**config.mk**
```make
export PLATFORM = sky130hd
export DESIGN_NAME = anim_frame_gen
export DESIGN_NICKNAME = d
export VERILOG_FILES = /design/src/rtl/frame_gen_pkg.sv /design/src/rtl/lfsr32.sv /design/src/rtl/anim_frame_gen.sv
export SDC_FILE = /design/constraint.sdc
export NUM_CORES = 1
export LEC_CHECK = 0
export ABC_AREA = 1
export CAP_MARGIN = 20
export CORE_MARGIN = 2
export CORE_UTILIZATION = 48
export CTS_CLUSTER_SIZE = 40
export DETAILED_ROUTE_END_ITERATION = 10
export HOLD_SLACK_MARGIN = 0.05
export PLACE_DENSITY = 0.87
export SLEW_MARGIN = 20
export SYNTH_ARGS = -nofsm -noshare
export SYNTH_HDL_FRONTEND = slang
export SYNTH_SLANG_ARGS = --single-unit
export TNS_END_PERCENT = 30
```
**constraint.sdc**
```tcl
create_clock -name clk -period 23.3 [get_ports clk]
set_input_delay 6.99 -clock clk [delete_from_list [all_inputs] [get_ports clk]]
set_output_delay 6.99 -clock clk [all_outputs]
set_load 0.05 [all_outputs]
```
**src/rtl/frame_gen_pkg.sv**
```systemverilog
// Shared types and constants for the light-cube animation frame generator.
// The LFSR step function lives here so the generator can look one step ahead.
package frame_gen_pkg;

  typedef enum logic [1:0] {
    MODE_ROW     = 2'd0,
    MODE_PLANE   = 2'd1,
    MODE_COLUMN  = 2'd2,
    MODE_SPARKLE = 2'd3
  } mode_e;

  // Galois tap mask for x^32 + x^22 + x^2 + x + 1, right-shifting form.
  localparam logic [31:0] LFSR_POLY = 32'h8020_0003;
  localparam logic [31:0] LFSR_SEED = 32'hACE1_0001;

  function automatic logic [31:0] lfsr_next(input logic [31:0] s);
    return s[0] ? ((s >> 1) ^ LFSR_POLY) : (s >> 1);
  endfunction

endpackage

```
**src/rtl/lfsr32.sv**
```systemverilog
// 32-bit Galois LFSR that advances one position whenever step is high.
// A nonzero SEED keeps the sequence out of the all-zero lock-up state.
module lfsr32
  import frame_gen_pkg::*;
#(
  parameter logic [31:0] SEED = LFSR_SEED
) (
  input  logic        clk,
  input  logic        rst,
  input  logic        step,
  output logic [31:0] state
);

  logic [31:0] state_q;

  always_ff @(posedge clk or posedge rst) begin
    if (rst) begin
      state_q <= SEED;
    end else if (step) begin
      state_q <= lfsr_next(state_q);
    end
  end

  assign state = state_q;

endmodule

```
**src/rtl/anim_frame_gen.sv**
```systemverilog
// Multi-mode animation frame generator for an N x N x N light cube, paced by a prescaled tick.
// Optional FRAME_GEN_OVERRUN_CNT_EN adds a saturating count of ticks dropped under backpressure.
module anim_frame_gen
  import frame_gen_pkg::*;
#(
  parameter int CUBE_N  = 8,
  parameter int CLK_DIV = 23,
  parameter int SPEED_W = 4
) (
  input  logic                              clk,
  input  logic                              rst,
  input  logic                              en,
  input  logic [SPEED_W-1:0]                display_speed,
  input  logic [1:0]                        mode,
  input  logic                              frame_ready,
  output logic [CUBE_N*CUBE_N*CUBE_N-1:0]   frame_cube_flat,
  output logic                              frame_valid
`ifdef FRAME_GEN_OVERRUN_CNT_EN
  ,
  output logic [7:0]                        overrun_cnt
`endif
);

  localparam int FRAME_W = CUBE_N * CUBE_N * CUBE_N;
  localparam int STEP_W  = $clog2(CUBE_N * CUBE_N);

  logic [SPEED_W-1:0] speed_q, speed_d;
  logic [CLK_DIV-1:0] div_q, div_d;
  logic [STEP_W-1:0]  step_q, step_d;
  logic               dir_down_q, dir_down_d;
  mode_e              cur_mode_q;
  mode_e              mode_in;
  logic [FRAME_W-1:0] frame_q, frame_d;
  logic               valid_q, valid_d;
  logic [31:0]        lfsr_q, lfsr_d;
  logic               speed_wrap, tick, accept;

  assign mode_in    = mode_e'(mode);
  assign speed_wrap = (speed_q == display_speed);
  assign tick       = en && speed_wrap && (div_q == '1);
  // A tick is taken when the output slot is free or being emptied this cycle.
  assign accept     = tick && (!valid_q || frame_ready);

  always_comb begin
    speed_d = '0;
    div_d   = '0;
    if (en) begin
      speed_d = speed_wrap ? '0 : speed_q + 1'b1;
      div_d   = speed_wrap ? div_q + 1'b1 : div_q;
    end
  end

  always_comb begin
    valid_d = valid_q;
    if (!en) begin
      valid_d = 1'b0;
    end else if (accept) begin
      valid_d = 1'b1;
    end else if (valid_q && frame_ready) begin
      valid_d = 1'b0;
    end
  end

  always_comb begin
    step_d     = step_q;
    dir_down_d = dir_down_q;
    if (mode_in != cur_mode_q) begin
      step_d     = '0;
      dir_down_d = 1'b0;
    end else begin
      case (cur_mode_q)
        MODE_ROW: begin
          step_d = (step_q == STEP_W'(CUBE_N * CUBE_N - 1)) ? '0 : step_q + 1'b1;
        end
        MODE_PLANE: begin
          // Turn around at each end so neither end layer is shown twice in a row.
          if (!dir_down_q) begin
            if (step_q == STEP_W'(CUBE_N - 1)) begin
              step_d     = STEP_W'(CUBE_N - 2);
              dir_down_d = 1'b1;
            end else begin
              step_d = step_q + 1'b1;
            end
          end else begin
            if (step_q == '0) begin
              step_d     = STEP_W'(1);
              dir_down_d = 1'b0;
            end else begin
              step_d = step_q - 1'b1;
            end
          end
        end
        MODE_COLUMN: begin
          step_d = (step_q == STEP_W'(CUBE_N - 1)) ? '0 : step_q + 1'b1;
        end
        default: step_d = step_q;
      endcase
    end
  end

  // Frame is decoded from the post-tick state, the same values being registered.
  assign lfsr_d = lfsr_next(lfsr_q);

  for (genvar g = 0; g < FRAME_W; g++) begin : g_bit
    assign frame_d[g] =
      (mode_in == MODE_ROW)    ? (step_d == STEP_W'(g / CUBE_N)) :
      (mode_in == MODE_PLANE)  ? (step_d == STEP_W'(g / (CUBE_N * CUBE_N))) :
      (mode_in == MODE_COLUMN) ? (step_d == STEP_W'(g % CUBE_N)) :
                                 (lfsr_d[g % 32] & lfsr_d[(g + 7) % 32]);
  end

  lfsr32 #(.SEED(LFSR_SEED)) u_lfsr (
    .clk   (clk),
    .rst   (rst),
    .step  (accept),
    .state (lfsr_q)
  );

  always_ff @(posedge clk or posedge rst) begin
    if (rst) begin
      speed_q    <= '0;
      div_q      <= '0;
      step_q     <= '0;
      dir_down_q <= 1'b0;
      cur_mode_q <= MODE_ROW;
      frame_q    <= '0;
      valid_q    <= 1'b0;
    end else begin
      speed_q <= speed_d;
      div_q   <= div_d;
      valid_q <= valid_d;
      if (accept) begin
        cur_mode_q <= mode_in;
        step_q     <= step_d;
        dir_down_q <= dir_down_d;
        frame_q    <= frame_d;
      end
    end
  end

  assign frame_cube_flat = frame_q;
  assign frame_valid     = valid_q;

`ifdef FRAME_GEN_OVERRUN_CNT_EN
  logic [7:0] overrun_q;

  always_ff @(posedge clk or posedge rst) begin
    if (rst) begin
      overrun_q <= 8'h00;
    end else if (tick && valid_q && !frame_ready && (overrun_q != 8'hFF)) begin
      overrun_q <= overrun_q + 8'h01;
    end
  end

  assign overrun_cnt = overrun_q;
`endif

endmodule

```
==> impl_metrics.ini <==
[run_status]
status = complete, no violations

[sta]
worst_pin_slew_ns = 1.04
layout_setup_ws_ns = 12.92
relSlewSlack = 0.306
post-route-period-util = 0.445
rsz0062_at_grt = false
setup_tns_ns = 0
period_needed_ns = 10.38
setup_viol = 0
fin_skew_ns = 0.0202
clock.fmax_mhz = 96.4
drv_slew = 0
timing.hold.ws_ns = 0.479
final_hold_viol_count = 0

[synthesis]
ys_seq_area_frac = 0.524
synth_edf_count = 0
synthTopCellsByCount = nand2_1 (602), dfrtp_1 (572), nand3_1 (472)
synthTopCellsByArea = dfrtp_1 (52%), or2_2 (9.0%), nand3_1 (8.5%)
syn_area_per_cell_sq_um = 8.31
synthArstFlopShare = 1.00
syn_area_sq_um = 27800
yosysWarningCount = 0
ys.flop_type = dfrtp_1
synthCells = 3344
netlist.area_leader.share = 0.515
yosysTopAreaCell = dfrtp_1
synth_nets = 3358
synth.most_common_cell = nand2_1
ys_seq_elements = 581
synth_cell_type_count = 44

[final_layout]
finalNetCount = 3800
design_area_sq_um = 35400
syn2layout_area_growth_pct = 27.4
fill_cells = 4723
drive_gt1_frac = 0.174

[cts]
ctsHoldBuffers = 0
cts_tree = yes
h-tree-depth = 2
post_cts_buffers = 0
cts_resized = 0
clock_sinks = 581
clk_transition_reported_paths_ns = 0.07
cts-buffers-inserted = 60
root_buffer = clkbuf_16
clock_latency_ns = 0.65
clock_path_buffers = 3

[global_routing]
grt_usage = 0.338
grt_pass1_wl_um = 152000
grt_pass1_vias = 24128
grt_start_max_net_pins = 182
grt_overflow = 0
grtUsageMet2 = 0.525
met1_usage = 0.427
busiest_layer = met2
grtUsageMet3 = 0.0954
antenna_found_initial = 0

[die]
die-area_sq_um = 59800
rows = 88
ios = 523
initial_utilization = 0.483
die_x_um = 245
die-height_um = 245
core_area_sq_um = 57500

[worst_setup_path]
crit_type = in -> reg
reg2reg_depth = 19
crit_fanout = 11
r2r_start = step_q[0]$_DFFE_PP0P_
critPathRequiredTime_ns = 23.88
reg2reg_to = frame_cube_flat[427]$_DFFE_PP0P_
startpoint_type = input pin
r2r_slack_ns = 19.22
worstPathArrival_ns = 10.95
critPathCaptureType = flip-flop

[run]
drv_cap = 0

[power]
pwr-share-seq = 0.489
irDropWorstVdd_mv = 0.0576
p_leak_nw = 20.4
p_comb_frac = 0.022
p_int_mw = 1.59
switching_power_uw = 475
power_density_nw_per_um2 = 58.4
power_frac_clock = 0.489
switching_share = 0.230

[placement]
port_buffers = 522
finalWeightedCongestion = 0.969
postPlaceCellArea_sq_um = 33300
dp_hpwl_um = 66800
pre_cts_ws_ns = 12.28

[drt]
via_count = 24996
ant_nets = 0
vias_per_cell = 5.43
firstDrtPassIters = 6
drc_errors = 0
finalWirelength_um = 103000
wl_per_cell_um = 22.3
drt-initial-drc-count = 2605

[min_path]
hold_class = reg -> reg
min_to = u_lfsr.state[22]$_DFFE_PP1P_
min_path_cells = 2
min_from = u_lfsr.state[22]$_DFFE_PP1P_
==> final cells by class <==
| type | instances | area (sq um) | share of cell area |
|---|---|---|---|
| Antenna cell | 1 | 2.50 | 0.0000707 |
| Clock buffer | 81 | 1680 | 0.0475 |
| Clock inverter | 31 | 368 | 0.0104 |
| Inverter | 492 | 1870 | 0.0527 |
| Multi-Input combinational cell | 2106 | 10500 | 0.298 |
| Sequential cell | 581 | 14600 | 0.411 |
| Tap cell | 765 | 957 | 0.0270 |
| Timing Repair Buffer | 545 | 5440 | 0.154 |
==> critical path, stage by stage <==
cell	delay (ns)
clkdlybuf4s50_1	0.84
xnor2_1	0.18
nand2_1	0.17
a21oi_1	0.32
nand2_4	0.12
nor2_4	0.27
nand4_1	0.69
nand2_1	0.22
nand2_1	0.46
buf_4	0.42
nand3_1	0.11
nand2_1	0.09
inv_1	0.06
==> cells in the final DEF, fill, tap and decap left out, types with 3 or more instances in the layout <==
cell / Yosys / routed
nand2_1: 602 / 601
dfrtp_1: 572 / 572
clkdlybuf4s50_1: 0 / 522
nand3_1: 472 / 472
inv_1: 464 / 462
or2_2: 400 / 400
nor2_1: 298 / 298
a21oi_1: 103 / 102
o21ai_0: 63 / 63
clkbuf_16: 0 / 60
nand2_2: 27 / 27
inv_2: 26 / 26
buf_4: 5 / 18
nand3_2: 17 / 17
nand4_1: 16 / 16
nand2_4: 14 / 15
a21oi_2: 12 / 13
o21ai_1: 11 / 11
nor2_4: 11 / 11
clkinv_2: 0 / 11
clkbuf_1: 76 / 11
clkbuf_8: 0 / 10
clkinvlp_4: 0 / 9
dfstp_2: 9 / 9
nor3_1: 8 / 8
xnor2_1: 7 / 7
bufinv_16: 0 / 6
nand3_4: 5 / 5
xor2_1: 5 / 5
nor2_2: 4 / 4
a31oi_1: 4 / 4
ha_1: 4 / 4
inv_8: 0 / 3
nor4_1: 3 / 3
==> metal layers <==
metal / vias to the layer above / share of wire / routed length [um]
li1: 11178 / - / -
met1: 12050 / 0.38 / 38500
met2: 1440 / 0.45 / 46300
met3: 328 / 0.11 / 11400
met4: 0 / 0.062 / 6350
met5: - / 0 / 0
==> through the flow <==
step,utilization,instances,total power [mW]
2_1_floorplan,-,3344,1.06
3_3_place_gp,0.579,4485,1.07
3_5_place_dp,0.579,4487,1.07
4_1_cts,0.615,4599,2.07
5_1_grt,0.616,4601,2.12
6_report,0.616,4602,2.07
==> power groups by stage <==
stage               sequential (mW)  combinational [mW]  clock [mW]
finish                         1.01              0.0452        1.01
CTS                            1.01              0.0452        1.01
global route                   1.01              0.0501        1.06
detailed placement             1.03              0.0450           0
floorplan                      1.03              0.0299           0
global placement               1.03              0.0448           0
==> how the worst max path moves through the flow <==
stage / start / endpoint / slack (ns) / cells past startpoint
after global placement: en / frame_cube_flat[444]$_DFFE_PP0P_ / 12.29 / 9
after floorplan: rst / cur_mode_q[0]$_DFFE_PP0P_ / 0.07 / 1
after CTS: en / frame_cube_flat[376]$_DFFE_PP0P_ / 12.94 / 9
final: mode[1] / frame_cube_flat[427]$_DFFE_PP0P_ / 12.92 / 13
after global routing: en / frame_cube_flat[172]$_DFFE_PP0P_ / 12.87 / 9
after detailed placement: en / frame_cube_flat[283]$_DFFE_PP0P_ / 12.28 / 9
==> registers in the layout (all words and copies together), names as in the netlist <==
name             count
speed_q              4
cur_mode_q           2
frame_cube_flat    512
dir_down_q           1
div_q               23
step_q               6
frame_valid          1
u_lfsr.state        32
==> cell families (layout without fill, tap and decap cells) <==
logic type	after synthesis	after routing	synth area share
and+or+nand+nor	1888	1888	0.333
buffers and inverters	657	1149	0.0977
DFF	581	581	0.524
AOI/OAI and AO/OA	202	202	0.0398
xor gates and xnor gates	12	12	0.00378
adders and majority gates	4	4	0.00180
other	0	1	0
Note: power is estimated with default switching activity, not from simulation.
